**src/rtl/vga_scan_gen.sv**
```systemverilog
// 640x480@60 raster-scan timing generator: scan counters, phase FSMs and registered sync/enable decodes.
// Optional build macro VGA_PIXEL_EN_EN adds a pixel_en port that gates every register update.
module vga_scan_gen #(
   parameter int H_ACTIVE = 640,
   parameter int H_FP     = 16,
   parameter int H_SYNC   = 96,
   parameter int H_BP     = 48,
   parameter int V_ACTIVE = 480,
   parameter int V_FP     = 10,
   parameter int V_SYNC   = 2,
   parameter int V_BP     = 33
) (
   input  logic       in_clk,
   input  logic       reset,
`ifdef VGA_PIXEL_EN_EN
   input  logic       pixel_en,
`endif
   output logic [9:0] x_out,
   output logic [9:0] y_out,
   output logic       hsync,
   output logic       vsync,
   output logic       display_on,
   output logic       line_end,
   output logic       frame_end
);

   localparam int H_TOTAL = H_ACTIVE + H_FP + H_SYNC + H_BP;
   localparam int V_TOTAL = V_ACTIVE + V_FP + V_SYNC + V_BP;

   localparam logic [9:0] H_A_END = 10'(H_ACTIVE - 1);
   localparam logic [9:0] H_F_END = 10'(H_ACTIVE + H_FP - 1);
   localparam logic [9:0] H_S_END = 10'(H_ACTIVE + H_FP + H_SYNC - 1);
   localparam logic [9:0] H_LAST  = 10'(H_TOTAL - 1);
   localparam logic [9:0] V_A_END = 10'(V_ACTIVE - 1);
   localparam logic [9:0] V_F_END = 10'(V_ACTIVE + V_FP - 1);
   localparam logic [9:0] V_S_END = 10'(V_ACTIVE + V_FP + V_SYNC - 1);
   localparam logic [9:0] V_LAST  = 10'(V_TOTAL - 1);

   generate
      if (H_TOTAL > 1024 || V_TOTAL > 1024) begin : g_bad_totals
         $error("vga_scan_gen: H_TOTAL and V_TOTAL must not exceed 1024");
      end
   endgenerate

   typedef enum logic [1:0] {H_ACT, H_FRONT, H_SYNCP, H_BACK} h_state_t;
   typedef enum logic [1:0] {V_ACT, V_FRONT, V_SYNCP, V_BACK} v_state_t;

   h_state_t   r_h_state, w_h_next;
   v_state_t   r_v_state, w_v_next;
   logic [9:0] r_x, r_y, w_x_next, w_y_next;
   logic       r_hsync, r_vsync, r_display_on, r_line_end, r_frame_end;
   logic       w_hsync_next, w_vsync_next, w_display_next, w_line_end_next, w_frame_end_next;
   logic       w_adv, w_line_wrap;

`ifdef VGA_PIXEL_EN_EN
   assign w_adv = pixel_en;
`else
   assign w_adv = 1'b1;
`endif

   assign w_line_wrap = (r_x == H_LAST);

   always_comb begin
      w_x_next  = r_x;
      w_y_next  = r_y;
      w_h_next  = r_h_state;
      w_v_next  = r_v_state;
      if (w_adv) begin
         w_x_next = w_line_wrap ? 10'd0 : r_x + 10'd1;
         unique case (r_h_state)
            H_ACT:   if (r_x == H_A_END) w_h_next = H_FRONT;
            H_FRONT: if (r_x == H_F_END) w_h_next = H_SYNCP;
            H_SYNCP: if (r_x == H_S_END) w_h_next = H_BACK;
            H_BACK:  if (w_line_wrap)    w_h_next = H_ACT;
            default: w_h_next = H_ACT;
         endcase
         if (w_line_wrap) begin
            w_y_next = (r_y == V_LAST) ? 10'd0 : r_y + 10'd1;
            unique case (r_v_state)
               V_ACT:   if (r_y == V_A_END) w_v_next = V_FRONT;
               V_FRONT: if (r_y == V_F_END) w_v_next = V_SYNCP;
               V_SYNCP: if (r_y == V_S_END) w_v_next = V_BACK;
               V_BACK:  if (r_y == V_LAST)  w_v_next = V_ACT;
               default: w_v_next = V_ACT;
            endcase
         end
      end
   end

   // Decodes are taken from the next state/position so the registered outputs line up with the counters.
   always_comb begin
      w_hsync_next     = (w_h_next != H_SYNCP);
      w_vsync_next     = (w_v_next != V_SYNCP);
      w_display_next   = (w_h_next == H_ACT) && (w_v_next == V_ACT);
      w_line_end_next  = (w_x_next == H_LAST);
      w_frame_end_next = (w_x_next == H_LAST) && (w_y_next == V_LAST);
   end

   always_ff @(posedge in_clk) begin
      if (!reset) begin
         r_x          <= 10'd0;
         r_y          <= 10'd0;
         r_h_state    <= H_ACT;
         r_v_state    <= V_ACT;
         r_hsync      <= 1'b1;
         r_vsync      <= 1'b1;
         r_display_on <= 1'b1;
         r_line_end   <= 1'b0;
         r_frame_end  <= 1'b0;
      end else begin
         r_x          <= w_x_next;
         r_y          <= w_y_next;
         r_h_state    <= w_h_next;
         r_v_state    <= w_v_next;
         r_hsync      <= w_hsync_next;
         r_vsync      <= w_vsync_next;
         r_display_on <= w_display_next;
         r_line_end   <= w_line_end_next;
         r_frame_end  <= w_frame_end_next;
      end
   end

   assign x_out      = r_x;
   assign y_out      = r_y;
   assign hsync      = r_hsync;
   assign vsync      = r_vsync;
   assign display_on = r_display_on;
   assign line_end   = r_line_end;
   assign frame_end  = r_frame_end;

endmodule

```
**config.mk**
```make
export PLATFORM = sky130hd
export DESIGN_NAME = vga_scan_gen
export DESIGN_NICKNAME = d
export VERILOG_FILES = /design/src/rtl/vga_scan_gen.sv
export SDC_FILE = /design/constraint.sdc
export NUM_CORES = 1
export LEC_CHECK = 0
export CAP_MARGIN = 15
export CORE_UTILIZATION = 55
export DETAILED_ROUTE_END_ITERATION = 6
export PLACE_DENSITY = 0.82
export SETUP_SLACK_MARGIN = 0.3
export SLEW_MARGIN = 10
export SYNTH_ARGS = -nofsm -noshare
export SYNTH_HDL_FRONTEND = slang
export SYNTH_SLANG_ARGS = --single-unit
```
**constraint.sdc**
```tcl
create_clock -name in_clk -period 4.2 [get_ports in_clk]
set_input_delay 0.84 -clock in_clk [delete_from_list [all_inputs] [get_ports in_clk]]
set_output_delay 0.84 -clock in_clk [all_outputs]
set_load 0.03 [all_outputs]
```
==> results of run 1 <==
## sequential cells by signal, summed over array words and instances (netlist names)
signal / count
line_end: 1
hsync: 1
x_out: 10
frame_end: 1
y_out: 10
vsync: 1
r_h_state: 2
display_on: 1
r_v_state: 2
## layer usage
layer  vias to the layer above  share of wire (%)
li1                        743                  -
met1                       689                 47
met3                         8                5.1
met2                        41                 46
met4                         0                2.3
met5                         -                  0
## layout by cell type, fill, tap and decap left out, types with 2 or more instances in the layout
cell type,Yosys,layout
xor2_1,4,4
or2_2,2,2
clkbuf_4,0,5
and2_1,8,8
nand4_1,7,7
nor4_1,3,3
clkdlybuf4s50_1,0,26
nor2_1,17,17
dfxtp_1,29,29
and3_1,4,4
inv_1,4,4
a21boi_0,3,3
a31oi_1,2,2
o31ai_1,2,2
nor3_1,5,5
ha_1,5,5
xnor2_1,10,10
clkbuf_1,3,3
nand2_1,24,24
o211ai_1,2,2
nand4b_1,4,4
nand2b_1,5,5
o21ai_0,6,6
mux2i_1,2,2
nand3_1,9,9
a21oi_1,3,3
nor3b_1,2,2
nor2b_1,3,3
## area by class of cell
type                            count  area, um^2
Fill cell                         227         880
Inverter                            4        15.0
Tap cell                           31        38.8
Sequential cell                    29         581
Clock buffer                        8        48.8
Multi-Input combinational cell    154        1010
Timing Repair Buffer               26         260
## final timing paths
kind	from	to	slack (ps)	cells after the start
max	x_out[5]	x_out[5]	1630	1
max reg2reg	x_out[0]	frame_end	1690	7
min reg2reg	x_out[0]	x_out[0]	510	1
min	x_out[0]	x_out[0]	510	1
## cells by family (layout without fill, tap and decap cells)
group	after synthesis	after routing	synth area share [%]
simple gates	108	108	37.0
compound gates	24	24	9.78
flops	29	29	34.4
xor+xnor	14	14	7.26
fa+ha+maj	5	5	3.71
mux	3	3	1.85
buf+inv	16	38	6.00
## power by group through the flow
stage / clock [mW] / combinational, mW / sequential (mW)
5_1_grt: 0.185 / 0.0230 / 0.281
3_5_place_dp: 0 / 0.0212 / 0.287
3_3_place_gp: 0 / 0.0206 / 0.287
6_report: 0.165 / 0.0214 / 0.281
4_1_cts: 0.170 / 0.0214 / 0.281
2_1_floorplan: 0 / 0.00845 / 0.291
## per-stage QoR
step	utilization (%)	hold WS (ps)	std cells	setup WS, ps
2_1_floorplan	-	488	199	1840
3_3_place_gp	67.2	466	244	1760
3_5_place_dp	67.2	494	244	1650
4_1_cts	68.9	517	252	1620
5_1_grt	68.9	548	252	1530
6_report	68.9	511	252	1630
==> metrics.cfg, run 1 <==
[status]
status = complete, but fails checks
failed_checks = design-rule violations

[setup_path]
crit_type = reg2out
cp.arrival_ps = 1730
cp_top_family = buffers and inverters
cp.buffers_inverters = 1
max_stage_delay_ps = 760
cp-end-kind = primary output
crit_fanout = 12
required_ps = 3360
cp-start-kind = flop
cp_cell_sequence = clkdlybuf4s50_1
crit_path_top_delay_cell = clkdlybuf4s50_1

[synth]
netlist_area_um2 = 1690
synthCells = 199
seq_area_frac_synth_pct = 34.4
syn_avg_cell_area_um2 = 8.48
yosysMostFrequentCell = dfxtp_1
synthDominantAreaCellType = dfxtp_1
synth-main-ff-cell = dfxtp_1
synth_area_leaders = dfxtp_1, nand2_1, xnor2_1, nor2_1, ha_1
ys_warn_count = 0
synthTopCellsByCount = dfxtp_1, nand2_1, nor2_1
ys_ff_latch = 29
synth_cell_types = 51
synth_edf_count = 0
yosysTopAreaCellShare_pct = 34.4
synthesis.nets = 206
ys_async_sr_fraction_pct = 0

[power]
p_comb_share_pct = 4.6
p_per_area_nw_per_um2 = 240
netSwitchingFraction_pct = 24.7
p_leak_nw = 0.677
power.total_uw = 468
power_frac_clock_pct = 35.4
ir_worst_vdd_mv = 0.242
cellInternalPower_uw = 352
p_sw_uw = 116
seqPwrFrac_pct = 60.0

[route]
wl_per_cell_um = 14.6
drt_iter0_drc = 48
drtAntennaViolNets = 0
routed_via_density = 5.88
routed_wl_um = 3670
dr.pass1.iters = 6
vias = 1481
route.detailed.drc = 1

[floorplan]
start_util_pct = 59.7
coreArea_um2 = 2830
ioPinCount = 27
die_w_um = 57.4
dieHeight_um = 57.4
die-area_um2 = 3290
rows = 19

[clock_network]
clk_latency_ps = 340
clockBufferDepth = 2
cts_tree = done
cts_made_buffers = 5
clk_pin_slew_ps = 90
post_cts_buffers = 0
h-tree-depth = 2
cts.sinks = 29
postCtsHoldBufs = 0
cts_resized = 0
cts_root_buf = clkbuf_4

[global_route]
grt_max_degree = 22
gr-usage-met1_pct = 32.9
grt_pass1_vias = 1373
met3_usage_pct = 5.44
use_met2_pct = 39.0
grt.total_usage_pct = 25.2
grt_overflow = 0
busiest_layer = met2
grt_pass1_wl_um = 6270
grt_antenna_before_repair = 0

[placed_design]
dpl.hpwl_um = 2600
port_buffers = 26
gp_congestion = 0.900
place_area_um2 = 1900

[timing]
worst_slew_pin_slew_ps = 639
maxSlewViolCount = 0
fin_crit_ps = 2570
finalClockSkew_ps = 11.9
grt_setup_unrepaired = false
post-route-period-util_pct = 61.3
hold_violations = 0
clock.fmax_ghz = 0.389
finalSetupViolCount = 0
final.setup.tns_ps = 0
slew_headroom_pct = 57.3

[final_layout]
final_area_um2 = 1950
antenna_cells = 0
fin_nets = 227
area_growth_pct = 15.5
drive_gt1_share_pct = 8.14

[job]
drv_cap = 0

[hold_path]
hp-class = reg2reg

Note: power is estimated with default switching activity, not from simulation.
==> run 2: changes to the inputs <==
- CORE_UTILIZATION: 55 -> 53
- PLACE_DENSITY: 0.82 -> 0.79
- clock period: 4.2 -> 2.56 ns (I/O delays scaled with it)
==> run 2 against run 1 <==
- the run now ends clean
- clock skew is 5.1 ps lower
- sequential power is 64% higher
- wire length is 2.5% higher
- first-iteration DRC count is 71% higher
- global-route usage is 1.8 points lower
- final area is 3.0% higher
- via count is 0.47% higher
- critical path depth is 6 higher
- critical path type is now reg2reg
- critical endpoint is now frame_end
- largest power group unchanged
==> metrics.cfg, run 2 (synthesis gave the netlist of run 1 again) <==
[status]
status = finished clean

[global_route]
grt_pass1_vias = 1332  ; -3.0%
grt_pass1_wl_um = 6030  ; -3.9%
grt_max_degree = 21  ; -4.5%
grt.total_usage_pct = 23.5  ; -1.8 points
grt_overflow = 0  ; unchanged
grt_antenna_before_repair = 0  ; unchanged

[floorplan]
ioPinCount = 27  ; unchanged
start_util_pct = 55.7  ; -3.9 points
die_w_um = 58.4  ; +1.8%
rows = 20  ; +1
coreArea_um2 = 3030  ; +7.0%
die-area_um2 = 3410  ; +3.6%
dieHeight_um = 58.4  ; +1.8%

[route]
vias = 1488  ; +0.47%
drt_iter0_drc = 82  ; +71%
route.detailed.drc = 0  ; -1
wl_per_cell_um = 14.0  ; -3.6%
drtAntennaViolNets = 0  ; unchanged
routed_wl_um = 3770  ; +2.5%
dr.pass1.iters = 4  ; -2
routed_via_density = 5.55  ; -5.5%

[timing]
slew_headroom_pct = 74.2  ; +17 points
maxSlewViolCount = 0  ; unchanged
finalClockSkew_ps = 6.80  ; -5.05 ps
hold_violations = 0  ; unchanged
finalSetupViolCount = 0  ; unchanged
final.setup.tns_ps = 0  ; unchanged
worst_slew_pin_slew_ps = 384  ; -255 ps
fin_crit_ps = 2220
grt_setup_unrepaired = true
post-route-period-util_pct = 86.6
clock.fmax_ghz = 0.451

[power]
power_frac_clock_pct = 34.8  ; -0.6 points
seqPwrFrac_pct = 60.5  ; +0.5 points
ir_worst_vdd_mv = 0.310  ; +28%
p_sw_uw = 188  ; +62%
netSwitchingFraction_pct = 24.6  ; -0.092 points
cellInternalPower_uw = 574  ; +63%
p_per_area_nw_per_um2 = 380  ; +58%
p_leak_nw = 0.698  ; +3.1%
p_comb_share_pct = 4.8  ; +0.2 points

[placed_design]
dpl.hpwl_um = 2580  ; -0.68%
port_buffers = 26  ; unchanged
gp_congestion = 0.919  ; +2.1%
dp.cells = 260  ; +6.6%
place_area_um2 = 1940  ; +2.2%

[setup_path]
cp.arrival_ps = 2490  ; +760 ps
r2r-end = frame_end
r2r_start = x_out[0]
required_ps = 2840  ; -520 ps
reg2reg_slack_ps = 340  ; -1350 ps
cp-start-kind = flop
crit_fanout = 10  ; -2
r2r_cells = 7  ; unchanged
crit_type = reg2reg
worstSetupStartpoint = x_out[0]
endpoint = frame_end
cp-end-kind = flop

[clock_network]
cts_made_buffers = 5  ; unchanged
cts.sinks = 29  ; unchanged
h-tree-depth = 2  ; unchanged
clk_latency_ps = 330  ; about the same
clockBufferDepth = 2  ; unchanged
postCtsHoldBufs = 0  ; unchanged
cts_root_buf = clkbuf_4
clk_pin_slew_ps = 90  ; about the same
cts_tree = done

[final_layout]
drive_gt1_share_pct = 13.4  ; +5.2 points
fin_nets = 230  ; +1.3%
finalNonFillerCells = 268  ; +6.3%
final_cell_mix = clkdlybuf4s50_1, dfxtp_1, nand2_1, nor2_1, xnor2_1
antenna_cells = 0  ; unchanged
final_area_um2 = 2010  ; +3.0%
final_common_cell = clkdlybuf4s50_1
area_growth_pct = 18.9

[job]
drv_cap = 0  ; unchanged

[hold_path]
hp-class = reg2reg

run 2: cell count changes in the layout (fill, tap and decap cells not counted), sizes merged:
cell / change
clkinv: +2
buf: +3
clkbuf: -2
run 2: critical path, stage by stage, from the launching register on:
cell and delay [ps]:
dfxtp_2 380, ha_2 250, and4_4 300, nand3_4 130
or3_1 500, nor3_2 180, mux2i_1 220, and4b_1 200
run 2: worst min-delay path by stage:
stage,start,to,slack (ps),cells past startpoint
after floorplan,r_v_state[1],r_v_state[1],490,2
after global placement,x_out[0],x_out[0],440,1
after detailed placement,x_out[0],x_out[0],460,1
after CTS,x_out[0],x_out[0],480,1
after global routing,x_out[0],x_out[0],500,1
final,x_out[0],x_out[0],480,1
run 2: per-stage QoR:
step                total power [mW]  utilization, %  hold slack [ps]  setup WS (ps)
finish                         0.762            66.3              475            343
CTS                            0.769            66.1              475            301
global route                   0.791            66.3              504            253
global placement               0.506            64.1              436            337
floorplan                      0.492               -              488            346
detailed placement             0.507            64.1              461            201
run 2: repair_timing:
action	CTS	global route
endpoints found under the setup margin	2	4
setup buffers	0	0
gates resized for setup	3	3
run 2: final cells by class:
cell class | instances | area (um^2)
multi-input cells | 154 | 1020
repair buffers | 29 | 283
well taps | 44 | 55.1
fillers | 259 | 1020
clock inverters | 2 | 10.0
flip-flops and latches | 29 | 586
inverters | 4 | 15.0
clock buffers | 6 | 41.3
run 2: layer usage:
layer  share of wire [%]  GRT usage, %  routed length (um)  up-vias
met5                   0             0                   0        -
met4                 1.7          11.2                  63        0
met3                 3.6          5.71                 135        8
met2                  47          36.9                1760       34
met1                  48          30.3                1810      701
li1                    -             -                   -      745
run 2: power by group through the flow:
stage / combinational (mW) / clock [mW] / sequential, mW
2_1_floorplan: 0.0139 / 0 / 0.478
3_3_place_gp: 0.0354 / 0 / 0.471
3_5_place_dp: 0.0358 / 0 / 0.471
4_1_cts: 0.0361 / 0.272 / 0.461
5_1_grt: 0.0391 / 0.289 / 0.462
6_report: 0.0362 / 0.265 / 0.461
==> run 3: changes to the inputs <==
- CORE_UTILIZATION: 53 -> 55
- PLACE_DENSITY: 0.79 -> 0.82
- clock period: 2.56 -> 2.7 ns (I/O delays scaled with it)
==> run 3 against run 2 <==
- the run now ends with design-rule violations left
- sequential share of layout area increased by 0.20 points
- non-clock buffer count decreased by 1
- via count increased by 1.7%
- worst hold slack got worse by 6.7 ps
- first-iteration DRC count decreased by 7.3%
- combinational power decreased by 5.8%
- global-route usage increased by 1.6 points
- count of clock-buffer cells in the layout decreased by 1
- flip-flop and latch count unchanged
- register-to-register slack improved by 120 ps
- critical path type is now reg2out
- largest power group unchanged
==> metrics.cfg, run 3 (synthesis gave the netlist of run 1 again) <==
[global_route]
grt_max_degree = 21  ; unchanged
grt_overflow = 0  ; unchanged
grt_antenna_before_repair = 0  ; unchanged
grt_pass1_vias = 1367  ; +2.6%
grt.total_usage_pct = 25.1  ; +1.6 points
grt_pass1_wl_um = 6220  ; +3.1%

[status]
status = complete, but fails checks
failed_checks = design-rule violations

[final_layout]
fin_nets = 229  ; -0.43%
finalNonFillerCells = 254  ; -5.2%
drive_gt1_share_pct = 12.1  ; -1.3 points
final_cell_mix = dfxtp_1, clkdlybuf4s50_1, nand2_1, nor2_1, xnor2_1
final_area_um2 = 1980  ; -1.3%
antenna_cells = 0  ; unchanged
final_common_cell = dfxtp_1
area_growth_pct = 17.3

[power]
p_per_area_nw_per_um2 = 370  ; -2.7%
ir_worst_vdd_mv = 0.328  ; +5.9%
p_leak_nw = 0.691  ; -0.98%

[clock_network]
clockBufferDepth = 2  ; unchanged
postCtsHoldBufs = 0  ; unchanged
clk_latency_ps = 350  ; +20 ps
h-tree-depth = 2  ; unchanged
cts_made_buffers = 5  ; unchanged
clk_pin_slew_ps = 100  ; about the same
cts.sinks = 29  ; unchanged
cts_tree = done
cts_root_buf = clkbuf_4

[timing]
setup_ws_ps = 421  ; +78.7 ps
clock.fmax_ghz = 0.439
worst_slew_pin_slew_ps = 578  ; +194 ps
finalClockSkew_ps = 10.7  ; +3.90 ps
slew_headroom_pct = 61.1  ; -13 points
grt_setup_unrepaired = false
finalSetupViolCount = 0  ; unchanged
maxSlewViolCount = 0  ; unchanged
fin_crit_ps = 2280
final.setup.tns_ps = 0  ; unchanged
hold_violations = 0  ; unchanged
post-route-period-util_pct = 84.4

[route]
route.detailed.drc = 1  ; +1
dr.pass1.iters = 6  ; +2
drtAntennaViolNets = 0  ; unchanged
drt_iter0_drc = 76  ; -7.3%
routed_wl_um = 3770  ; about the same
wl_per_cell_um = 14.8  ; +5.6%
vias = 1513  ; +1.7%
routed_via_density = 5.96  ; +7.3%

[setup_path]
crit_type = reg2out
cp-end-kind = primary output
cp_cell_sequence = clkdlybuf4s50_1
r2r_cells = 7  ; unchanged
crit_fanout = 12  ; +2
cp.buffers_inverters = 1  ; +1
cp.arrival_ps = 1740  ; -750 ps
crit_path_top_delay_cell = clkdlybuf4s50_1
reg2reg_slack_ps = 460  ; +120 ps
r2r-end = frame_end
worstSetupStartpoint = x_out[5]
cp-start-kind = flop
r2r_start = x_out[1]
cp_top_family = buffers and inverters
required_ps = 2160  ; -680 ps
max_stage_delay_ps = 770  ; +270 ps

[placed_design]
gp_congestion = 0.911  ; -0.91%
dpl.hpwl_um = 2700  ; +4.5%
port_buffers = 26  ; unchanged
dp.cells = 246  ; -5.4%
pre_cts_slack_ps = 302  ; +101 ps
place_area_um2 = 1920  ; -1.4%

[hold_path]
worstHoldStart = x_out[0]
min_path_cells = 1  ; unchanged
hp-class = reg2reg
whs_endpoint = x_out[0]

[floorplan]
die-area_um2 = 3290  ; -3.5%
coreArea_um2 = 2830  ; -6.6%
die_w_um = 57.4  ; -1.8%
dieHeight_um = 57.4  ; -1.8%
ioPinCount = 27  ; unchanged
rows = 19  ; -5.0%
start_util_pct = 59.7  ; +3.9 points

[job]
drv_cap = 0  ; unchanged

## run 3: cell type report
| class | instances | area [um^2] |
|---|---|---|
| inverter | 4 | 15.0 |
| tap | 31 | 38.8 |
| clock inverter | 3 | 17.5 |
| timing repair buffer | 28 | 275 |
| multi-input combinational | 154 | 1010 |
| clock buffer | 5 | 37.5 |
| fill | 237 | 848 |
| sequential | 29 | 582 |
## run 3: metrics by stage
stage                     total power, mW  utilization [%]  hold WS, ps
after floorplan                     0.466                -          488
after global placement              0.479             67.7          465
after detailed placement            0.480             67.7          479
after CTS                           0.742             69.7          508
after global routing                0.762             70.0          503
final                               0.732             70.0          468
## run 3: where the power goes
group | switching (mW) | internal [mW] | total, mW
clock network | 0.163 | 0.0978 | 0.261
logic | 0.0201 | 0.0139 | 0.0341
registers | 0.00546 | 0.431 | 0.437
## run 3: repair_timing
action	4_1_cts	5_1_grt
endpoints found under the setup margin	1	3
gates resized for setup	1	3
buffers inserted	0	0
## run 3: how the worst max path moves through the flow
stage                            to  slack [ps]  cells after the start
after floorplan               hsync         340                      9
after global placement    frame_end         430                      7
after detailed placement  frame_end         300                      7
after CTS                 frame_end         340                      7
after global routing      frame_end         340                      7
final                      x_out[5]         420                      1
## run 3: layer usage
metal / global-route usage, % / vias to the layer above / routed length (um) / part of all wire [%]
met2: 38.5 / 49 / 1710 / 45
met5: 0 / - / 0 / 0
met4: 14.6 / 0 / 102 / 2.7
met1: 31.1 / 712 / 1740 / 46
li1: - / 741 / - / -
met3: 7.48 / 11 / 211 / 5.6
